## src/rtl/branch_resolver.sv

```systemverilog
// EX-stage branch resolver: in-order prediction FIFO, BTB update/redirect generation and wrong-path flush FSM.
// Optional statistics counters are built only when BRANCH_RESOLVER_STATS_EN is defined.
module branch_resolver #(
  parameter int DEPTH        = 4,
  parameter int FLUSH_CYCLES = 2
) (
  input  logic        clk,
  input  logic        rst,
  input  logic        fetch_valid,
  input  logic [31:0] fetch_pc,
  input  logic        pred_valid,
  input  logic        pred_taken,
  input  logic [31:0] pred_target,
  output logic        fetch_ready,
  input  logic        ex_valid,
  input  logic [31:0] ex_pc,
  input  logic        ex_is_branch,
  input  logic        ex_taken,
  input  logic [31:0] ex_target,
  output logic        update,
  output logic [31:0] updatePC,
  output logic [31:0] updateTarget,
  output logic        mispredicted,
  output logic        redirect,
  output logic [31:0] redirect_pc,
  output logic        sync_err,
  output logic [31:0] stat_branches,
  output logic [31:0] stat_mispredicts
);

  localparam int AW = (DEPTH > 1) ? $clog2(DEPTH) : 1;
  localparam int CW = $clog2(FLUSH_CYCLES + 1);
  localparam logic [AW:0]   L_DEPTH = (AW+1)'(DEPTH);
  localparam logic [AW:0]   L_CNT1  = (AW+1)'(1);
  localparam logic [AW-1:0] L_PTR1  = AW'(1);
  localparam logic [CW-1:0] L_FLUSH = CW'(FLUSH_CYCLES);
  localparam logic [CW-1:0] L_FC1   = CW'(1);

  typedef enum logic {ST_RUN = 1'b0, ST_FLUSH = 1'b1} state_t;

  state_t      r_state, w_state_nxt;
  logic [CW-1:0] r_fcnt, w_fcnt_nxt;

  logic [31:0] r_pc_q  [DEPTH];
  logic        r_eff_q [DEPTH];
  logic [31:0] r_tgt_q [DEPTH];
  logic [AW-1:0] r_head, r_tail;
  logic [AW:0]   r_count;

  logic        r_update, r_mispredicted, r_redirect, r_sync_err;
  logic [31:0] r_update_pc, r_update_tgt, r_redirect_pc;

  logic        w_run, w_head_hit, w_resolve, w_order_err, w_mispred, w_m, w_update, w_push;
  logic [31:0] w_head_pc, w_head_tgt;
  logic        w_head_eff;

  assign w_run       = (r_state == ST_RUN);
  assign w_head_pc   = r_pc_q[r_head];
  assign w_head_eff  = r_eff_q[r_head];
  assign w_head_tgt  = r_tgt_q[r_head];
  assign w_head_hit  = (r_count != '0) && (w_head_pc == ex_pc);
  assign w_resolve   = w_run && ex_valid && w_head_hit;
  assign w_order_err = w_run && ex_valid && !w_head_hit;
  assign w_mispred   = ex_is_branch ? ((w_head_eff != ex_taken) || (ex_taken && (w_head_tgt != ex_target)))
                                    : w_head_eff;
  assign w_m         = w_resolve && w_mispred;
  assign w_update    = w_resolve && ex_is_branch && (ex_taken || w_mispred);
  assign fetch_ready = w_run && ((r_count < L_DEPTH) || w_resolve);
  // a push in the same cycle as a mispredict belongs to the wrong path
  assign w_push      = fetch_valid && fetch_ready && !w_m;

  // Next-state and flush-slot counter logic
  always_comb begin
    w_state_nxt = r_state;
    w_fcnt_nxt  = r_fcnt;
    case (r_state)
      ST_RUN: begin
        if (w_m) begin
          w_state_nxt = ST_FLUSH;
          w_fcnt_nxt  = L_FLUSH;
        end else begin
          w_state_nxt = ST_RUN;
        end
      end
      ST_FLUSH: begin
        if (ex_valid) begin
          w_fcnt_nxt = r_fcnt - L_FC1;
          if (r_fcnt == L_FC1) begin
            w_state_nxt = ST_RUN;
          end else begin
            w_state_nxt = ST_FLUSH;
          end
        end else begin
          w_state_nxt = ST_FLUSH;
        end
      end
      default: begin
        w_state_nxt = ST_RUN;
        w_fcnt_nxt  = '0;
      end
    endcase
  end

  // State register
  always_ff @(posedge clk or negedge rst) begin
    if (!rst) begin
      r_state <= ST_RUN;
      r_fcnt  <= '0;
    end else begin
      r_state <= w_state_nxt;
      r_fcnt  <= w_fcnt_nxt;
    end
  end

  // Prediction storage (no reset needed: occupancy is tracked by r_count)
  always_ff @(posedge clk) begin
    if (w_push) begin
      r_pc_q[r_tail]  <= fetch_pc;
      r_eff_q[r_tail] <= pred_valid & pred_taken;
      r_tgt_q[r_tail] <= pred_target;
    end
  end

  // FIFO pointers and occupancy
  always_ff @(posedge clk or negedge rst) begin
    if (!rst) begin
      r_head  <= '0;
      r_tail  <= '0;
      r_count <= '0;
    end else if (w_m) begin
      r_head  <= '0;
      r_tail  <= '0;
      r_count <= '0;
    end else begin
      if (w_push)    r_tail <= r_tail + L_PTR1;
      if (w_resolve) r_head <= r_head + L_PTR1;
      case ({w_push, w_resolve})
        2'b10:   r_count <= r_count + L_CNT1;
        2'b01:   r_count <= r_count - L_CNT1;
        default: r_count <= r_count;
      endcase
    end
  end

  // Registered BTB update, redirect and sticky ordering error
  always_ff @(posedge clk or negedge rst) begin
    if (!rst) begin
      r_update       <= 1'b0;
      r_mispredicted <= 1'b0;
      r_redirect     <= 1'b0;
      r_sync_err     <= 1'b0;
      r_update_pc    <= 32'd0;
      r_update_tgt   <= 32'd0;
      r_redirect_pc  <= 32'd0;
    end else begin
      r_update       <= w_update;
      r_mispredicted <= w_m;
      r_redirect     <= w_m;
      r_sync_err     <= r_sync_err | w_order_err;
      if (w_update) begin
        r_update_pc  <= ex_pc;
        r_update_tgt <= ex_target;
      end
      if (w_m) begin
        r_redirect_pc <= (ex_taken && ex_is_branch) ? ex_target : (ex_pc + 32'd4);
      end
    end
  end

  assign update       = r_update;
  assign updatePC     = r_update_pc;
  assign updateTarget = r_update_tgt;
  assign mispredicted = r_mispredicted;
  assign redirect     = r_redirect;
  assign redirect_pc  = r_redirect_pc;
  assign sync_err     = r_sync_err;

`ifdef BRANCH_RESOLVER_STATS_EN
  logic [31:0] r_stat_br, r_stat_mp;

  // Saturating statistics counters
  always_ff @(posedge clk or negedge rst) begin
    if (!rst) begin
      r_stat_br <= 32'd0;
      r_stat_mp <= 32'd0;
    end else begin
      if (w_resolve && ex_is_branch && (r_stat_br != 32'hFFFF_FFFF)) r_stat_br <= r_stat_br + 32'd1;
      if (w_m && (r_stat_mp != 32'hFFFF_FFFF)) r_stat_mp <= r_stat_mp + 32'd1;
    end
  end

  assign stat_branches    = r_stat_br;
  assign stat_mispredicts = r_stat_mp;
`else
  assign stat_branches    = 32'd0;
  assign stat_mispredicts = 32'd0;
`endif

endmodule

```

## config.mk

```make
export PLATFORM = sky130hd
export DESIGN_NAME = branch_resolver
export DESIGN_NICKNAME = d
export VERILOG_FILES = /design/src/rtl/branch_resolver.sv
export SDC_FILE = /design/constraint.sdc
export NUM_CORES = 1
export LEC_CHECK = 0
export ABC_AREA = 1
export BUFFER_PORTS_ARGS = -buffer_cell sky130_fd_sc_hd__buf_4
export CORE_ASPECT_RATIO = 0.7
export CORE_UTILIZATION = 35
export DETAILED_ROUTE_END_ITERATION = 8
export GPL_TIMING_DRIVEN = 0
export PLACE_DENSITY_LB_ADDON = 0.05
export SYNTH_ARGS = -nofsm -noshare
export SYNTH_HDL_FRONTEND = slang
export SYNTH_SLANG_ARGS = --single-unit
```

## constraint.sdc

```tcl
create_clock -name clk -period 15.4 [get_ports clk]
set_clock_uncertainty 0.05 [all_clocks]
set_input_delay 3.08 -clock clk [delete_from_list [all_inputs] [get_ports clk]]
set_output_delay 3.08 -clock clk [all_outputs]
set_load 0.02 [all_outputs]
```

==> flow_summary.ini <==
[cells_and_area]
post_route_cells_drive_above_1_share_pct = 20.26
regArea_um2 = 10540
final_cell_area_um2 = 21430
num-nets-final = 2288
area_delta_synth_final_pct = 25.46
post-route-util_pct = 44.61
n_antenna_cell = 0
multiInputGateArea_um2 = 5539
fill_cells = 4792

[global_routing]
grt_pass1_wl_mm = 93.30
grt_max_degree = 83
overflow = 0
grt_usage_pct = 26.51
grt_antenna_before_repair = 3
grt_pass1_vias = 12896

[pwr]
power_frac_seq_pct = 48.3
power_density_nw_per_um2 = 118.8
cellLeakagePower_uw = 0.009760
comb_power_share_pct = 15.2
p_sw_uw = 710.7
internal-power_uw = 1835
clkPwrFrac_pct = 36.5
vdd_ir_drop_max_uv = 78.81
p_sw_share_pct = 27.91

[detailed_routing]
dr.first_iter.drc_count = 1570
first_pass_iters = 5
dr_total_vias = 13923
ant_nets = 0
routed_wl_mm = 66.19
drc = 0
viasPerCell = 4.916
wl_per_cell_um = 23.37

[clock_network]
cts_setup_buffers = 0
clkSinkCount = 369
cts_root_buf = clkbuf_16
cts_tree = done
clk_pin_slew_worst_paths_ns = 0.06
cts_hold_buf = 0
clk_latency_ns = 0.55
clock_path_buffers = 3
cts_max_level = 2
cts_buffers = 40
post_cts_resized = 0

[sta]
clock.fmax_ghz = 0.1210
hold_violations = 0
slew_viol_final = 0
max_slew.worst_pin.slew_ns = 1.203
tns_ns = 0
slew_headroom_pct = 19.79
rsz0062_at_grt = false
finalSetupViolations = 0
period_minus_slack_ns = 8.267
period_share_pct = 53.68

[logic_synthesis]
yosys_register_bits = 369
synth_area_um2 = 17080
synthFlopType = edfxtp_1
ys_types = 40
ys_warn_count = 0
synth_edf_count = 260
syn_inst = 1793
yosysSeqAreaShare_pct = 61.68
async_flop_share_pct = 29.54
postSynthAreaPerCell_um2 = 9.527

[floorplan]
die_w_um = 266.0
die_h_um = 186.8
start_util_pct = 35.56
coreArea_um2 = 48030
die_area_um2 = 49710
placementRows = 67
io_pins = 301

[setup_path]
reg2reg_slack_ns = 10.33
cp_max_fo = 6
regToRegEndpoint = r_pc_q[2][31]$_DFFE_PP_
criticalPathCategory = in2out
crit_path_end_kind = output pin
start_kind = input pin
crit_required_ns = 12.27
crit_end = fetch_ready
ff2ff_path_depth = 15
cp.arrival_ns = 5.14
reg2reg_from = r_head[1]$_DFFE_PN0P_
crit_start = ex_pc[22]

[placement]
place_congestion = 0.9469
io_buffers = 236
dp_hpwl_mm = 51.59
place_area_um2 = 20190

[hold_path]
hp-class = reg2reg

[job]
maxCapViolations = 0

[outcome]
status = finished clean
flip-flops by register name, indices dropped and copies added (netlist names):
name / flops
r_pc_q: 128
r_count: 3
redirect: 1
updateTarget: 32
updatePC: 32
r_eff_q: 4
r_head: 2
sync_err: 1
r_state: 1
r_fcnt: 2
r_tail: 2
r_tgt_q: 128
update: 1
redirect_pc: 32
worst max-delay path: stages:
cell and delay, ns:
buf_4 0.16, inv_1 0.14, nand3_1 0.17, nand2_1 0.09, nor2_1 0.09, nand2_1 0.08, nor2_1 0.24, nand2_1 0.08
nor2_1 0.22, nand3_2 0.22, o21ai_1 0.32, buf_4 0.23
layout by cell type, fill, tap and decap left out, drive strengths merged:
cell type	Yosys	routed
and3	2	2
o21bai	1	1
nand3b	5	5
nor3	10	10
edfxtp	260	260
inv	102	103
dfrtp	109	109
a31oi	14	14
a22oi	2	2
conb	1	64
nor2	120	120
o21ai	91	91
buf	118	365
xor2	27	27
clkinvlp	0	2
clkinv	0	16
nand2	639	639
a21oi	23	23
and2	1	1
nand4	14	14
ha	6	6
fa	1	1
nor4	2	2
clkbuf	16	71
o31ai	1	1
nand3	225	225
a21o	1	1
or3	1	1
xnor2	1	1
cell usage after synthesis, types with 2 or more instances:
cell type / count / area, µm²
nand3b_1: 5 / 37.54
o21ai_1: 63 / 315.3
ha_1: 6 / 75.07
a21oi_1: 22 / 110.1
inv_1: 98 / 367.9
nor4_1: 2 / 12.51
nand3_1: 224 / 1121
o21ai_2: 3 / 26.28
nor3_1: 8 / 40.04
edfxtp_1: 260 / 7807
a31oi_1: 14 / 87.58
dfrtp_1: 109 / 2728
and3_1: 2 / 12.51
inv_2: 3 / 11.26
xor2_1: 26 / 227.7
nor3_2: 2 / 20.02
nand4_1: 14 / 87.58
clkbuf_1: 16 / 60.06
nor2_2: 2 / 12.51
nand2_1: 638 / 2395
a22oi_1: 2 / 15.01
buf_4: 73 / 548.0
buf_2: 35 / 175.2
o21ai_0: 25 / 125.1
nor2_1: 118 / 442.9
buf_6: 9 / 101.4
through the flow:
stage               hold WS (ns)  power, µW  instances  worst slack (ns)
finish                    0.4348       2546       2832             7.133
detailed placement        0.4245       1634       2758             7.299
global route              0.4697       2644       2832             7.049
global placement          0.4212       1621       2747             3.887
CTS                       0.4400       2559       2832             7.291
floorplan                 0.4149       1442       1856             7.692
cell type report:
class	count	share of cell area, %
inverter	102	1.798
clock buffer	55	5.272
multi-input combinational	1251	25.85
clock inverter	19	0.5021
sequential	369	49.16
timing repair buffer	247	9.452
tap	655	3.824
buffer	134	4.145
worst min path at each step:
stage                                       from                           end  slack [ns]  cells past startpoint
floorplan                  r_fcnt[0]$_DFFE_PN0P_         r_fcnt[0]$_DFFE_PN0P_        0.41                      1
global placement     updateTarget[4]$_DFFE_PN0P_   updateTarget[4]$_DFFE_PN0P_        0.42                      2
detailed placement   updateTarget[4]$_DFFE_PN0P_   updateTarget[4]$_DFFE_PN0P_        0.42                      2
CTS                  updateTarget[4]$_DFFE_PN0P_   updateTarget[4]$_DFFE_PN0P_        0.44                      2
global route        updateTarget[21]$_DFFE_PN0P_  updateTarget[21]$_DFFE_PN0P_        0.47                      2
finish               updateTarget[4]$_DFFE_PN0P_   updateTarget[4]$_DFFE_PN0P_        0.43                      2
power by group through the flow:
| stage | clock, µW | combinational (µW) | sequential [µW] |
|---|---|---|---|
| after global placement | 0 | 343 | 1280 |
| after detailed placement | 0 | 385 | 1250 |
| final | 929 | 387 | 1230 |
| after CTS | 943 | 386 | 1230 |
| after global routing | 986 | 420 | 1240 |
| after floorplan | 0 | 186 | 1260 |
cells by family (layout without fill, tap and decap cells):
kind of cell | after synthesis | count (layout) | share of synthesized area (%)
AND/OR/NAND/NOR | 1019 | 1019 | 24.65
flip-flops | 369 | 369 | 61.68
AO/OA/AOI/OAI | 133 | 133 | 4.161
buffers and inverters | 236 | 557 | 7.457
XOR/XNOR | 28 | 28 | 1.480
adder cells (fa/ha/maj) | 7 | 7 | 0.5567
other | 1 | 64 | 0.02195
metal layers:
layer	global-route usage, %	wire length (µm)
met5	0	13
met3	4.976	5423
met2	35.96	26560
met1	43.62	33380
met4	3.957	812
Note: power is estimated with default switching activity, not from simulation.
